## src/rtl/sfu_pkg.sv

```systemverilog
// Shared types and arithmetic helpers for the SFU accumulation buffer.
package sfu_pkg;
  localparam int PSUM_BW = 16;

  typedef logic signed [PSUM_BW-1:0] psum_t;

  localparam psum_t PSUM_MAX = psum_t'({1'b0, {(PSUM_BW-1){1'b1}}});
  localparam psum_t PSUM_MIN = psum_t'({1'b1, {(PSUM_BW-1){1'b0}}});

  function automatic psum_t relu(input psum_t a);
    return a[PSUM_BW-1] ? psum_t'(0) : a;
  endfunction

  // One extra bit catches overflow: top two bits disagree when out of range.
  function automatic psum_t sat_add(input psum_t a, input psum_t b, output logic sat);
    logic signed [PSUM_BW:0] s;
    s = {a[PSUM_BW-1], a} + {b[PSUM_BW-1], b};
    sat = s[PSUM_BW] ^ s[PSUM_BW-1];
    if (!sat) return s[PSUM_BW-1:0];
    return s[PSUM_BW] ? PSUM_MIN : PSUM_MAX;
  endfunction
endpackage

```

## src/rtl/sfu_lane.sv

```systemverilog
// One column of the accumulation datapath: load/add mux, optional clamp, ReLU.
// SFU_ACC_SAT_EN selects clamping accumulation; otherwise it wraps.
module sfu_lane
  import sfu_pkg::*;
(
  input  psum_t psum_in,
  input  psum_t buf_q,
  input  logic  load,
  input  logic  relu_en,
  output psum_t sum,
  output psum_t res,
  output logic  sat
);
  always_comb begin
    sum = psum_in;
    sat = 1'b0;
    if (!load) begin
`ifdef SFU_ACC_SAT_EN
      sum = sat_add(buf_q, psum_in, sat);
`else
      sum = buf_q + psum_in;
`endif
    end
    res = relu_en ? relu(sum) : sum;
  end
endmodule

```

## src/rtl/sfu_accum_buf.sv

```systemverilog
// Multi-entry per-column psum accumulation buffer with bypass and a one-deep
// valid/ready output register. SFU_ACC_SAT_EN enables saturating accumulate.
module sfu_accum_buf
  import sfu_pkg::*;
#(
  parameter int col   = 8,
  parameter int depth = 16,
  localparam int psum_bw = PSUM_BW,
  localparam int aw      = $clog2(depth)
) (
  input  logic                   clk,
  input  logic                   reset_n,
  input  logic                   in_valid,
  output logic                   in_ready,
  input  logic [aw-1:0]          in_addr,
  input  logic                   in_first,
  input  logic                   in_last,
  input  logic                   bypass_i,
  input  logic                   relu_en,
  input  logic [col*psum_bw-1:0] psum_in,
  output logic                   out_valid,
  input  logic                   out_ready,
  output logic [aw-1:0]          out_addr,
  output logic [col*psum_bw-1:0] psum_out,
  output logic                   err_o,
  output logic [col-1:0]         sat_o
);
  logic [depth-1:0][col*psum_bw-1:0] buf_q;
  logic [depth-1:0]                  loaded;
  logic [col*psum_bw-1:0]            sum_v, res_v;
  logic [col-1:0]                    lane_sat;
  logic                              accept, load;

  assign in_ready = ~out_valid | out_ready;
  assign accept   = in_valid & in_ready;
  // A non-first beat to an unloaded entry is treated as a load.
  assign load     = in_first | ~loaded[in_addr];

  for (genvar c = 0; c < col; c++) begin : g_lane
    sfu_lane u_lane (
      .psum_in (psum_t'(psum_in[c*psum_bw +: psum_bw])),
      .buf_q   (psum_t'(buf_q[in_addr][c*psum_bw +: psum_bw])),
      .load    (load),
      .relu_en (relu_en),
      .sum     (sum_v[c*psum_bw +: psum_bw]),
      .res     (res_v[c*psum_bw +: psum_bw]),
      .sat     (lane_sat[c])
    );
  end

  always_ff @(posedge clk or negedge reset_n) begin
    if (!reset_n) begin
      buf_q     <= '0;
      loaded    <= '0;
      out_valid <= 1'b0;
      out_addr  <= '0;
      psum_out  <= '0;
      err_o     <= 1'b0;
      sat_o     <= '0;
    end else begin
      err_o <= accept & ~bypass_i & ~in_first & ~loaded[in_addr];
      if (out_ready) out_valid <= 1'b0;
      if (accept) begin
        if (bypass_i) begin
          out_valid <= 1'b1;
          out_addr  <= in_addr;
          psum_out  <= psum_in;
        end else begin
          buf_q[in_addr]  <= sum_v;
          loaded[in_addr] <= ~in_last;
          sat_o           <= sat_o | lane_sat;
          if (in_last) begin
            out_valid <= 1'b1;
            out_addr  <= in_addr;
            psum_out  <= res_v;
          end
        end
      end
    end
  end
endmodule

```

## config.mk

```make
export PLATFORM = sky130hd
export DESIGN_NAME = sfu_accum_buf
export DESIGN_NICKNAME = d
export VERILOG_FILES = /design/src/rtl/sfu_pkg.sv /design/src/rtl/sfu_lane.sv /design/src/rtl/sfu_accum_buf.sv
export SDC_FILE = /design/constraint.sdc
export NUM_CORES = 2
export LEC_CHECK = 0
export BUFFER_PORTS_ARGS = -buffer_cell sky130_fd_sc_hd__buf_2
export CAP_MARGIN = 10
export CORE_ASPECT_RATIO = 0.8
export CORE_UTILIZATION = 40
export CTS_CLUSTER_SIZE = 10
export DETAILED_ROUTE_END_ITERATION = 16
export HOLD_SLACK_MARGIN = 0.1
export PLACE_DENSITY = 0.58
export REMOVE_ABC_BUFFERS = 1
export SYNTH_ARGS = -nofsm -noshare
export SYNTH_HDL_FRONTEND = slang
export SYNTH_SLANG_ARGS = --single-unit
```

## constraint.sdc

```tcl
create_clock -name clk -period 9.1 [get_ports clk]
set_clock_uncertainty 0.1 [all_clocks]
set_input_delay 0 -clock clk [delete_from_list [all_inputs] [get_ports clk]]
set_output_delay 0 -clock clk [all_outputs]
set_load 0.01 [all_outputs]
```

# After elaboration in Yosys (flattened, before gate mapping)
# Index checks and enable logic that the tools add are counted.
dict set report totals {
  inputBits 140
  wordCells 88
  reg_bits 2198
}
dict set report classes {
  order_cmp 2
  n_addsub 8
  reduce_logical 4
  mux 42
  bitwise 11
}
# op n
set ops {}
lappend ops {{2048-bit bitwise mux} 1}
lappend ops {{128-bit binary-select mux with 4-bit select} 1}
lappend ops {{128-bit demux with 4-bit select} 1}
lappend ops {{128-bit 2-to-1 mux} 4}
lappend ops {{16-bit 2-to-1 mux} 16}
lappend ops {{16-bit adder} 8}
lappend ops {{15-bit 2-to-1 mux} 8}
lappend ops {{16-bit bitwise mux} 1}
lappend ops {{4-bit 2-to-1 mux} 2}
lappend ops {{1-bit 2-to-1 mux} 6}
lappend ops {{4-bit by 5-bit < comparator with 1-bit output, second input constant} 1}
lappend ops {{1-bit NOT} 5}
lappend ops {{1-bit AND} 4}
lappend ops {{1-bit binary-select mux with 4-bit select} 1}
lappend ops {{1-bit demux with 4-bit select} 1}
lappend ops {{4-bit by 1-bit >= comparator with 1-bit output, second input constant} 1}
lappend ops {{2-bit AND reduction} 2}
lappend ops {{1-bit OR} 2}
lappend ops {{2-bit nonzero test} 1}
lappend ops {{1-bit logical AND} 1}

# Depth between registers and ports, before layout
dict set report logic_depth {
  ltp_word 9
  mapped_depth 21
  ltp_nobuf 14
}

# Modules after synthesis
# Synthesis repeated with hierarchy kept, for this count alone.
dict set report unflattened {
  cells_unflattened 7385
  area_unflattened_um2 107848.4
}
# mod cells_each seq_area_each_um2 area_per_inst_um2 n_inst
set modules_own_cells {}
lappend modules_own_cells {sfu_accum_buf 6201 55202.9 98979.9 1}
lappend modules_own_cells {sfu_lane 148 0.0 1108.6 8}

# Worst setup path before layout
# No wires, ideal clock.
dict set report synth_timing {
  kind {in2reg}
  startpoint {input in_addr[0]}
  endpoint {register buf_q[510] (netlist name)}
  setup_time_ns 0.144
  path_stages 19
  required_ns 8.856
  slack_ns 4.149
  arrival_ns 4.707
  cell_sequence {buf_6 buf_6 buf_4 clkbuf_1 buf_2 buf_2 mux4_2 mux4_2 ha_1 nor2b_1 o21ai_0 a21boi_0 nor3_1 o31ai_1 a41oi_1 mux2i_1 mux2i_1 buf_2 a31oi_1}
}
dict set report synth_via {
  elab_chain_len 6
}
# element line
set synth_rtl {}
lappend synth_rtl {{from (decl)} sfu_accum_buf.sv:15} ;# input logic [aw-1:0] in_addr,
lappend synth_rtl {{parallel branches: the longest is 5 deep, another holds 16-bit adder} n/a}
lappend synth_rtl {{2048-bit bitwise mux *} sfu_accum_buf.sv:69} ;# buf_q[in_addr] <= sum_v;
lappend synth_rtl {{to (signal, indexed assignment)} sfu_accum_buf.sv:69}
lappend synth_rtl {{to (decl)} sfu_accum_buf.sv:28} ;# logic [depth-1:0][col*psum_bw-1:0] buf_q;
# Every way passes the cells marked *. The select of a mux whose other input is x is not followed.
# A chain may end at the register's enable or synchronous reset.

# Worst setup path in the final report
dict set report layout_timing {
  startpoint {input in_addr[1]}
  endpoint {register psum_out[21]}
}
dict set report layout_via {
  elab_chain_len 9
}
# element line
set layout_rtl {}
lappend layout_rtl {{parallel branches: the longest is 4 deep, another holds 16-bit adder} n/a}
lappend layout_rtl {{16-bit 2-to-1 mux *} sfu_lane.sv:17} ;# if (!load) begin
lappend layout_rtl {{15-bit 2-to-1 mux} sfu_pkg.sv:11} ;# return a[PSUM_BW-1] ? psum_t'(0) : a;
lappend layout_rtl {{16-bit 2-to-1 mux *} sfu_lane.sv:24} ;# res = relu_en ? relu(sum) : sum;
lappend layout_rtl {{128-bit 2-to-1 mux *} sfu_accum_buf.sv:72} ;# if (in_last) begin
lappend layout_rtl {{128-bit 2-to-1 mux *} sfu_accum_buf.sv:64} ;# if (bypass_i) begin
lappend layout_rtl {{to (signal assigned)} sfu_accum_buf.sv:67} ;# psum_out <= psum_in;
lappend layout_rtl {{to (signal assigned)} sfu_accum_buf.sv:75} ;# psum_out <= res_v;
lappend layout_rtl {{to (decl)} sfu_accum_buf.sv:24} ;# output logic [col*psum_bw-1:0] psum_out,
# Marked as above.

==> impl_metrics.tcl <==
set metrics [dict create \
    wl_per_cell_um 23.7 \
    finalWeightedCongestion 0.816 \
    io_pins 283 \
    p_per_area_mw_per_mm2 237 \
    arrival_ns 6.85 \
    grt_pass1_wl_mm 470 \
    port_buffers 274 \
    row_count 163 \
    cts_setup_buffers 0 \
    dieArea_mm2 0.252 \
    tns_ns 0 \
    final_cells 12800 \
    grt_max_degree 192 \
    r2r_slack_ns 3.42 \
    crit_type "primary input to register" \
    postRouteAntennaNets 0 \
    slew_headroom_pct 12.0 \
    ys.flop_type "dfrtp_1" \
    worst_r2r_path_depth 13 \
    final_common_cell "dfrtp_1" \
    synth_edf_count 0 \
    final_nets 9766 \
    h-tree-depth 4 \
    slew_violations 0 \
    synth.yosys.seq_area_share_pct 55.0 \
    syn_avg_cell_area_um2 10.8 \
    end_kind "register" \
    worst_r2r_startpoint "buf_q[1938]" \
    antenna_found_initial 14 \
    ctsResizeCount 0 \
    tightest_slew_ns 1.32 \
    reg2reg_to "psum_out[21]" \
    ys_warn_count 0 \
    hold-path-endpoint "buf_q[1054]" \
    slowest_delay_ns 0.99 \
    min_period_ns 6.14 \
    finalSetupViolCount 0 \
    synthCells 9232 \
    whs_path_depth 4 \
    die_h_um 449 \
    ir_worst_vdd_v 0.000168 \
    grt_overflow 0 \
    clock_sinks 2198 \
    final.period_utilization_pct 67.5 \
    hp-class "primary input to register" \
    crit_path_start_kind "primary input" \
    synthArstFlopShare_pct 100 \
    placed_cells 12100 \
    via_per_inst 5.66 \
    synth.distinct_cells 78 \
    fin_util_pct 46.3 \
    drc_errors 0 \
    syn_area_mm2 0.100 \
    core_area_mm2 0.248 \
    fmax_mhz 163 \
    crit_required_ns 9.81 \
    grt_pass1_vias 73400 \
    dr_total_vias 72600 \
    drive_gt1_share_pct 14.6 \
    clk_pin_slew_ns 0.06 \
    hold_ws_ns 0.0690 \
    grt_use_total_pct 24.3 \
    initial_core_util_pct 40.4 \
    min-delay-start "psum_in[30]" \
    insertion_delay_ns 0.93 \
    cts_tree "built" \
    routed_wirelength_mm 304 \
    path_cells "dlygate4sd3_1 -> buf_8 -> buf_12 -> mux4_2 -> mux4_2 -> ha_1 -> o21ai_0 -> o21a_1 -> or4_1 -> a21boi_0 -> or3_1 -> nand3_2 -> xor2_4 -> o21ai_2 -> o22ai_1 -> dlygate4sd3_1" \
    synth-seq-cells 2198 \
    die_w_um 561 \
    cts_root_buffer "clkbuf_16" \
    drt_iter0_drc 6594 \
    rsz0062_at_grt "no" \
    crit_slowest_cell "o21ai_2" \
    max_cap_viol_count 0 \
    final_hold_viol_count 0 \
    hpwl_mm 168 \
    final_cell_mix "dfrtp_1, nand2_1, o21ai_0, mux4_2, dlygate4sd3_1" \
    drt-pass1-iter-count 6 \
    crit_path_max_fanout 100 \
    p_leak_uw 0.0511 \
    clock_path_buffers 4 \
    cts_buffers 248 \
    status "completed" \
    hold_buffers 377 \
    areaGrowthSynthToFinish_pct 14.5 \
]
[critical path, delay by kind of cell]
family	cells	cell delay, ns
AND/OR/NAND/NOR	3	0.88
AO/OA/AOI/OAI	5	2.03
adder cells (fa/ha/maj)	1	0.35
XOR/XNOR	1	0.25
buffers and inverters	4	2.18
multiplexers	2	0.91
[sequential cells by signal, indices dropped and copies added, names as in the netlist]
signal and flops:
buf_q 2048, loaded 16, psum_out 128, err_o 1, out_addr 4, out_valid 1
[power by group]
group / leakage, uW / internal [uW] / switching, uW
Sequential: 0.0286 / 11700 / 1050
Combinational: 0.0194 / 2630 / 3080
Clock: 0.00318 / 4860 / 3810
Total: 0.0511 / 19200 / 7940
[cell usage after synthesis (46+ instances only)]
cell	instances	area, um^2
dfrtp_1	2198	55000
nand2_1	2137	8020
o21ai_0	2103	10500
clkbuf_1	698	2620
mux4_2	638	14400
nor2_1	277	1040
a21oi_1	270	1350
ha_1	120	1500
o22ai_1	117	732
buf_2	82	410
mux2i_1	46	460
xnor2_1	46	403
[worst max path at each step]
stage                           from  cells past startpoint  slack [ns]       endpoint
after floorplan            out_valid                      6        3.45  psum_out[127]
after global placement    in_addr[0]                     14        3.26   psum_out[20]
after detailed placement  in_addr[0]                     14        3.15   psum_out[19]
after CTS                 in_addr[1]                     16        3.17   psum_out[24]
after global routing      in_addr[1]                     16        2.90   psum_out[21]
final                     in_addr[1]                     16        2.96   psum_out[21]
[stage by stage]
step           setup slack (ns)  cell area (um^2)  total power, uW
2_1_floorplan              3.45             96800            16400
3_3_place_gp               3.26            104000            18100
3_5_place_dp               3.15            104000            18400
4_1_cts                    3.17            114000            27300
5_1_grt                    2.90            115000            28700
6_report                   2.96            115000            27200
[logic make-up (layout without fill, tap and decap cells)]
| group | count (synthesis) | in the layout | synth area share, % |
|---|---|---|---|
| compound gates | 2686 | 2686 | 14.2 |
| simple gates | 2591 | 2591 | 10.1 |
| flops | 2198 | 2198 | 55.0 |
| buf+inv | 861 | 1150 | 3.46 |
| mux | 684 | 684 | 14.8 |
| fa+ha+maj | 128 | 128 | 1.66 |
| xor+xnor | 83 | 83 | 0.801 |
| other cells | 1 | 13 | 0.00375 |
[layer usage]
layer	track usage, %	part of all wire, %	up-vias
met3	3.54	6.0	456
met2	39.2	47	2280
li1	-	-	32800
met1	34.4	44	37000
met5	0	0.013	-
met4	6.70	2.8	6
[cell type report]
| cell class | instances | area [um^2] |
|---|---|---|
| Clock buffer | 273 | 6400 |
| Clock inverter | 7 | 80.1 |
| Sequential cell | 2198 | 55000 |
| Multi-Input combinational cell | 6180 | 41800 |
| Fill cell | 22800 | 133000 |
| Timing Repair Buffer | 828 | 6990 |
| Antenna cell | 5 | 12.5 |
| Tap cell | 3300 | 4130 |
| Inverter | 42 | 158 |
(Power assumes the default switching activity.)
